**src/rtl/mem_stage_lsu_if.sv**
```systemverilog
`default_nettype none
// +-----------------------------------------------------------------------------+
// | mem_stage_lsu_if : request/response and DataMemory signals of the MEM LSU   |
// | Rev 1.0                                                                     |
// +-----------------------------------------------------------------------------+
interface mem_stage_lsu_if;
  logic        req_valid;
  logic        req_ready;
  logic [2:0]  req_MemOp;
  logic [31:0] req_addr;
  logic [31:0] req_wdata;
  logic        req_read;
  logic        req_write;
  logic        rsp_valid;
  logic [31:0] rsp_rdata;
  logic        misalign_err;
  logic [2:0]  MemOp;
  logic [31:0] addr;
  logic [31:0] WriteData;
  logic        MemRead;
  logic        MemWrite;
  logic [31:0] ReadData;

  modport slave (
    input  req_valid, req_MemOp, req_addr, req_wdata, req_read, req_write, ReadData,
    output req_ready, rsp_valid, rsp_rdata, misalign_err,
    output MemOp, addr, WriteData, MemRead, MemWrite
  );

  modport master (
    output req_valid, req_MemOp, req_addr, req_wdata, req_read, req_write, ReadData,
    input  req_ready, rsp_valid, rsp_rdata, misalign_err,
    input  MemOp, addr, WriteData, MemRead, MemWrite
  );
endinterface
`default_nettype wire

```
**src/rtl/mem_stage_lsu.sv**
```systemverilog
`default_nettype none
// +-----------------------------------------------------------------------------+
// | mem_stage_lsu : MEM-stage load/store unit, splits misaligned accesses       |
// | Rev 1.0                                                                     |
// +-----------------------------------------------------------------------------+
module mem_stage_lsu #(
  parameter bit SPLIT_EN = 1'b1
) (
  input  logic            clk,
  input  logic            rst,
  mem_stage_lsu_if.slave  bus
);

  typedef enum logic [1:0] {
    IDLE    = 2'd0,
    LD_HI   = 2'd1,
    ST_BYTE = 2'd2
  } state_e;

  state_e      state_q, state_d;
  logic [31:0] addr_q, addr_d;
  logic [31:0] wdata_q, wdata_d;
  logic [31:0] lo_buf_q, lo_buf_d;
  logic [31:0] rdata_q, rdata_d;
  logic [2:0]  op_q, op_d;
  logic [1:0]  cnt_q, cnt_d;
  logic        rsp_valid_q, rsp_valid_d;
  logic        err_q, err_d;

  logic        is_store, is_load, misaligned;
  logic [1:0]  req_sm1;
  logic [31:0] ld_shifted;

  // Access size minus one: 0 = byte, 1 = half, 3 = word.
  function automatic logic [1:0] size_m1(input logic [2:0] op);
    case (op[1:0])
      2'b00:   return 2'd0;
      2'b01:   return 2'd1;
      default: return 2'd3;
    endcase
  endfunction

  function automatic logic [31:0] extend(input logic [2:0] op, input logic [31:0] v);
    case (op)
      3'b000:  return {{24{v[7]}}, v[7:0]};
      3'b001:  return {{16{v[15]}}, v[15:0]};
      3'b100:  return {24'h0, v[7:0]};
      3'b101:  return {16'h0, v[15:0]};
      default: return v;
    endcase
  endfunction

  assign is_store   = bus.req_write;
  assign is_load    = bus.req_read & ~bus.req_write;
  assign req_sm1    = size_m1(bus.req_MemOp);
  assign misaligned = ((req_sm1 == 2'd1) && bus.req_addr[0]) ||
                      ((req_sm1 == 2'd3) && (bus.req_addr[1:0] != 2'b00));

  // Window of the two captured words starting at the original byte offset.
  always_comb begin
    case (addr_q[1:0])
      2'b01:   ld_shifted = {bus.ReadData[7:0],  lo_buf_q[31:8]};
      2'b10:   ld_shifted = {bus.ReadData[15:0], lo_buf_q[31:16]};
      2'b11:   ld_shifted = {bus.ReadData[23:0], lo_buf_q[31:24]};
      default: ld_shifted = lo_buf_q;
    endcase
  end

  always_comb begin
    state_d       = state_q;
    addr_d        = addr_q;
    wdata_d       = wdata_q;
    lo_buf_d      = lo_buf_q;
    rdata_d       = rdata_q;
    op_d          = op_q;
    cnt_d         = cnt_q;
    rsp_valid_d   = 1'b0;
    err_d         = 1'b0;
    bus.req_ready = 1'b0;
    bus.MemOp     = 3'b000;
    bus.addr      = 32'h0;
    bus.WriteData = 32'h0;
    bus.MemRead   = 1'b0;
    bus.MemWrite  = 1'b0;

    // Memory ports stay quiet while reset is held, even mid-split.
    if (!rst) begin
      unique case (state_q)
        IDLE: begin
          bus.req_ready = 1'b1;
          if (bus.req_valid) begin
            if (!misaligned) begin
              bus.MemOp     = bus.req_MemOp;
              bus.addr      = bus.req_addr;
              bus.WriteData = bus.req_wdata;
              bus.MemRead   = is_load;
              bus.MemWrite  = is_store;
              rsp_valid_d   = 1'b1;
              rdata_d       = is_load ? bus.ReadData : 32'h0;
            end else if (!SPLIT_EN) begin
              err_d = 1'b1;
            end else if (is_store) begin
              bus.MemOp     = 3'b000;
              bus.addr      = bus.req_addr;
              bus.WriteData = {24'h0, bus.req_wdata[7:0]};
              bus.MemWrite  = 1'b1;
              addr_d        = bus.req_addr;
              wdata_d       = bus.req_wdata;
              op_d          = bus.req_MemOp;
              cnt_d         = 2'd1;
              state_d       = ST_BYTE;
            end else if (is_load) begin
              bus.MemOp     = 3'b010;
              bus.addr      = {bus.req_addr[31:2], 2'b00};
              bus.MemRead   = 1'b1;
              lo_buf_d      = bus.ReadData;
              addr_d        = bus.req_addr;
              op_d          = bus.req_MemOp;
              state_d       = LD_HI;
            end else begin
              rsp_valid_d = 1'b1;
              rdata_d     = 32'h0;
            end
          end
        end

        LD_HI: begin
          bus.MemOp   = 3'b010;
          bus.addr    = {addr_q[31:2], 2'b00} + 32'd4;
          bus.MemRead = 1'b1;
          rsp_valid_d = 1'b1;
          rdata_d     = extend(op_q, ld_shifted);
          state_d     = IDLE;
        end

        ST_BYTE: begin
          bus.MemOp     = 3'b000;
          bus.addr      = addr_q + {30'h0, cnt_q};
          bus.WriteData = wdata_q >> {cnt_q, 3'b000};
          bus.MemWrite  = 1'b1;
          if (cnt_q == size_m1(op_q)) begin
            rsp_valid_d = 1'b1;
            rdata_d     = 32'h0;
            state_d     = IDLE;
          end else begin
            cnt_d = cnt_q + 2'd1;
          end
        end

        default: state_d = IDLE;
      endcase
    end
  end

  always_ff @(posedge clk or posedge rst) begin
    if (rst) begin
      state_q     <= IDLE;
      addr_q      <= 32'h0;
      wdata_q     <= 32'h0;
      lo_buf_q    <= 32'h0;
      rdata_q     <= 32'h0;
      op_q        <= 3'b000;
      cnt_q       <= 2'd0;
      rsp_valid_q <= 1'b0;
      err_q       <= 1'b0;
    end else begin
      state_q     <= state_d;
      addr_q      <= addr_d;
      wdata_q     <= wdata_d;
      lo_buf_q    <= lo_buf_d;
      rdata_q     <= rdata_d;
      op_q        <= op_d;
      cnt_q       <= cnt_d;
      rsp_valid_q <= rsp_valid_d;
      err_q       <= err_d;
    end
  end

  assign bus.rsp_valid    = rsp_valid_q;
  assign bus.rsp_rdata    = rdata_q;
  assign bus.misalign_err = err_q;

endmodule
`default_nettype wire

```
**src/flat_wrapper.sv**
```systemverilog
// flat-port wrapper written by rule: the top's interface ports become plain ports
module mem_stage_lsu_flat 
#(
  parameter bit SPLIT_EN = 1'b1
)
  (clk, rst, bus_req_valid, bus_req_MemOp, bus_req_addr, bus_req_wdata, bus_req_read, bus_req_write, bus_ReadData, bus_req_ready, bus_rsp_valid, bus_rsp_rdata, bus_misalign_err, bus_MemOp, bus_addr, bus_WriteData, bus_MemRead, bus_MemWrite);
  mem_stage_lsu_if bus_i ();
  input  logic clk;
  input  logic rst;
  input wire logic [$bits(bus_i.req_valid)-1:0] bus_req_valid;
  input wire logic [$bits(bus_i.req_MemOp)-1:0] bus_req_MemOp;
  input wire logic [$bits(bus_i.req_addr)-1:0] bus_req_addr;
  input wire logic [$bits(bus_i.req_wdata)-1:0] bus_req_wdata;
  input wire logic [$bits(bus_i.req_read)-1:0] bus_req_read;
  input wire logic [$bits(bus_i.req_write)-1:0] bus_req_write;
  input wire logic [$bits(bus_i.ReadData)-1:0] bus_ReadData;
  output wire logic [$bits(bus_i.req_ready)-1:0] bus_req_ready;
  output wire logic [$bits(bus_i.rsp_valid)-1:0] bus_rsp_valid;
  output wire logic [$bits(bus_i.rsp_rdata)-1:0] bus_rsp_rdata;
  output wire logic [$bits(bus_i.misalign_err)-1:0] bus_misalign_err;
  output wire logic [$bits(bus_i.MemOp)-1:0] bus_MemOp;
  output wire logic [$bits(bus_i.addr)-1:0] bus_addr;
  output wire logic [$bits(bus_i.WriteData)-1:0] bus_WriteData;
  output wire logic [$bits(bus_i.MemRead)-1:0] bus_MemRead;
  output wire logic [$bits(bus_i.MemWrite)-1:0] bus_MemWrite;
  assign bus_i.req_valid = bus_req_valid;
  assign bus_i.req_MemOp = bus_req_MemOp;
  assign bus_i.req_addr = bus_req_addr;
  assign bus_i.req_wdata = bus_req_wdata;
  assign bus_i.req_read = bus_req_read;
  assign bus_i.req_write = bus_req_write;
  assign bus_i.ReadData = bus_ReadData;
  assign bus_req_ready = bus_i.req_ready;
  assign bus_rsp_valid = bus_i.rsp_valid;
  assign bus_rsp_rdata = bus_i.rsp_rdata;
  assign bus_misalign_err = bus_i.misalign_err;
  assign bus_MemOp = bus_i.MemOp;
  assign bus_addr = bus_i.addr;
  assign bus_WriteData = bus_i.WriteData;
  assign bus_MemRead = bus_i.MemRead;
  assign bus_MemWrite = bus_i.MemWrite;
  mem_stage_lsu #(.SPLIT_EN(SPLIT_EN)) u_core (.clk(clk), .rst(rst), .bus(bus_i));
endmodule
```
**config.mk**
```make
export PLATFORM = sky130hd
export DESIGN_NAME = mem_stage_lsu_flat
export DESIGN_NICKNAME = d
export VERILOG_FILES = /design/src/rtl/mem_stage_lsu_if.sv /design/src/rtl/mem_stage_lsu.sv /design/src/flat_wrapper.sv
export SDC_FILE = /design/constraint.sdc
export NUM_CORES = 1
export LEC_CHECK = 0
export ABC_AREA = 1
export BUFFER_PORTS_ARGS = -buffer_cell sky130_fd_sc_hd__buf_2
export CORE_MARGIN = 2
export CORE_UTILIZATION = 51
export DETAILED_ROUTE_END_ITERATION = 16
export GPL_TIMING_DRIVEN = 0
export HOLD_SLACK_MARGIN = 0.05
export PLACE_DENSITY = 0.9
export SLEW_MARGIN = 20
export SYNTH_ARGS = -nofsm -noshare
export SYNTH_HDL_FRONTEND = slang
export SYNTH_SLANG_ARGS = --single-unit
```
**constraint.sdc**
```tcl
create_clock -name clk -period 4.3 [get_ports clk]
set_input_delay 0.43 -clock clk [delete_from_list [all_inputs] [get_ports clk]]
set_output_delay 0.43 -clock clk [all_outputs]
set_load 0.01 [all_outputs]
```
==> results_dict.tcl <==
set metrics [dict create \
    synth_flop_cell "dfrtp_1" \
    status "finished, final reports clean" \
    slowest_delay_ns 0.57 \
    rsz0062_at_grt "false" \
    worstPathMaxFanout 8 \
    synthCells 1535 \
    p_leak_nw 6.137 \
    crit_path_frequent_cell "nor2_1" \
    netlist_top_cells_area "dfrtp_1 (35%), nand2_1 (16%), nor2_1 (9.1%), inv_1 (7.0%), o21ai_0 (6.7%)" \
    cts_hold_buf 0 \
    syn_avg_cell_area_um2 6.298 \
    peakVddDrop_v 0.0003494 \
    total_power_mw 8.741 \
    synthMuxAreaShare_pct 0.6989 \
    synth_top_family_by_area "simple AND/OR/NAND/NOR gates" \
    port_buffers 205 \
    ctsResizeCount 0 \
    met3_usage_pct 6.311 \
    start_util_pct 51.85 \
    dr.pass1.iters 6 \
    yosys.area_share.simple_pct 34.88 \
    ios 208 \
    wl_per_cell_um 17.87 \
    cts_tree "yes" \
    cts_buffer_depth 2 \
    yosysWarnings 0 \
    num_rows 50 \
    synth_xor_area_share_pct 0.09060 \
    max_slew.worst_pin.slew_ns 0.7475 \
    drv_slew 0 \
    core_mm2 0.01864 \
    synthArstFlopShare_pct 100.0 \
    ys_seq_area_share_pct 35.21 \
    num-nets-final 1876 \
    synth_area_mm2 0.009667 \
    fp.dieW_um 141.7 \
    synth_cell_types 39 \
    cts_inserted_buffers 17 \
    place_congestion 1.004 \
    clock_sinks 136 \
    criticalPathCategory "reg -> out" \
    cp_slowest_cell "dfrtp_1" \
    cts.reportedPaths.clkPinSlew_ns 0.07 \
    endpoint_kind "output pin" \
    cp.required_ns 3.87 \
    finalWirelength_mm 35.96 \
    grt_pass1_vias 10822 \
    synth_fa_ha_area_share_pct 1.113 \
    synth_top_area_share_pct 35.21 \
    vias_per_cell 5.766 \
    h-tree-depth 4 \
    final_cell_mix "nand2_1 (403), nor2_1 (234), buf_2 (227)" \
    use_met2_pct 57.61 \
    grt_use_total_pct 35.35 \
    layout.cells.most_common "nand2_1" \
    gr-usage-met1_pct 45.33 \
    max_slew_margin_pct 50.16 \
    drc_errors 0 \
    hold_class "in -> async" \
    postSynthNetCount 1647 \
    power.density_mw_per_mm2 745.4 \
    synth_enable_flop_cells 0 \
    fin_crit_ns 3.401 \
    hpwl_mm 27.18 \
    final.period_utilization_pct 79.09 \
    cp.arrival_ns 2.97 \
    dr.first_iter.drc_count 1173 \
    cts_root_buffer "clkbuf_16" \
    fill_cells 1800 \
    setup_ws_ns 0.8991 \
    hold_viol 0 \
    synth_top_area_cell "dfrtp_1" \
    syn2layout_area_growth_pct 21.30 \
    critPathLaunchType "register" \
    setup_viol 0 \
    busiest_layer "met2" \
    ys_ff_latch 136 \
    die-area_mm2 0.02007 \
    path_cells "ha_1, fa_1, nand2_1, nor2_1, nand2_1, nor2_1, o21ai_0, a21oi_1, nor2_1, nor2_1, buf_2" \
    overflow 0 \
    route.vias.total 11607 \
    clock_latency_ns 0.44 \
    drv_cap 0 \
    setup_tns_ns 0 \
    grt_pass1_wl_mm 55.43 \
    dp_slack_ns 1.490 \
    drive_above_1_share_pct 17.16 \
    finalClockSkew_ns 0.007302 \
    post_cts_buffers 0 \
    synth_compound_area_share_pct 17.16 \
    antenna_found_initial 3 \
    grt_max_degree 33 \
    antenna_left 0 \
    chipHeight_um 141.7 \
    fmax_mhz 294.0 \
]
==> registers in the layout (all words and copies together), names as in the netlist <==
name	flops
u_core.state_q	2
u_core.wdata_q	32
u_core.bus.rsp_valid	1
u_core.lo_buf_q	32
u_core.addr_q	32
u_core.bus.rsp_rdata	32
u_core.op_q	3
u_core.cnt_q	2
==> synthesized netlist by cell type, drive strengths merged, types with 6 or more instances <==
master and n:
nand2 410, o21ai 133, dfrtp 136, inv 187
nor3 25, nand4 11, mux2 6, clkbuf 38
buf 33, a221oi 8, nand3 123, a21oi 115
o22ai 32, ha 7, nor2 240, a31oi 6
o211ai 7
==> through the flow <==
step                      util (%)  instances  instance area, µm²  hold slack (ns)
after floorplan                  -       1535                9671           0.4457
after global placement       58.95       1974               10990           0.4506
after detailed placement     59.52       1979               11100           0.4530
after CTS                    62.87       2011               11720           0.1160
after global routing         62.90       2013               11730           0.1363
final                        62.90       2013               11730           0.1175
==> layer usage <==
metal  vias to the layer above  wire (µm)
met5                         -         13
met4                         2       1682
met3                       124       3284
met2                       663      16550
met1                      5389      14440
li1                       5429          -
==> layout make-up <==
| class | count | area (µm²) | area share, % |
|---|---|---|---|
| multi-input combinational | 1138 | 5219 | 44.51 |
| sequential | 136 | 3403 | 29.02 |
| timing repair buffer | 210 | 1134 | 9.667 |
| inverter | 190 | 716.9 | 6.114 |
| clock buffer | 18 | 429.2 | 3.660 |
| buffer | 71 | 331.6 | 2.828 |
| tap | 234 | 292.8 | 2.497 |
| clock inverter | 14 | 195.2 | 1.665 |
| antenna | 2 | 5.005 | 0.04268 |
==> worst max-delay path, delay by kind of cell, from the launching register on <==
family	cells	cell delay [ns]
and+or+nand+nor	6	1.00
adders and majority gates	2	0.51
AOI/OAI and AO/OA	2	0.28
DFF	1	0.57
buffers and inverters	1	0.17
==> power breakdown <==
group          leakage [nW]  switching (mW)  internal [mW]
clock                 0.293           0.619          0.974
combinational          4.19            3.13           1.55
sequential             1.65           0.577           1.89
total                  6.14            4.32           4.42
==> path summary, 6_finish.rpt <==
check,from,endpoint,slack (ns),cells after the start
max in group asynchronous,rst,u_core.lo_buf_q[14],3.26,5
hold reg to reg,u_core.bus.rsp_rdata[7],u_core.bus.rsp_rdata[7],0.47,2
setup / recovery,u_core.addr_q[0],bus_addr[12],0.90,11
hold / removal,rst,u_core.wdata_q[28],0.12,2
setup reg to reg,u_core.state_q[0],u_core.wdata_q[15],1.99,8
min in group clk,bus_req_wdata[4],u_core.wdata_q[4],0.25,2
==> kinds of logic (layout without fill, tap and decap cells) <==
| logic type | count (synthesis) | in the layout |
|---|---|---|
| adder cells (fa/ha/maj) | 8 | 8 |
| other | 1 | 3 |
| buffers and inverters | 261 | 503 |
| multiplexers | 6 | 6 |
| AO/OA/AOI/OAI | 308 | 308 |
| AND/OR/NAND/NOR | 814 | 814 |
| flip-flops | 136 | 136 |
| XOR/XNOR | 1 | 1 |
No activity file was read; power rests on OpenSTA's default activity.
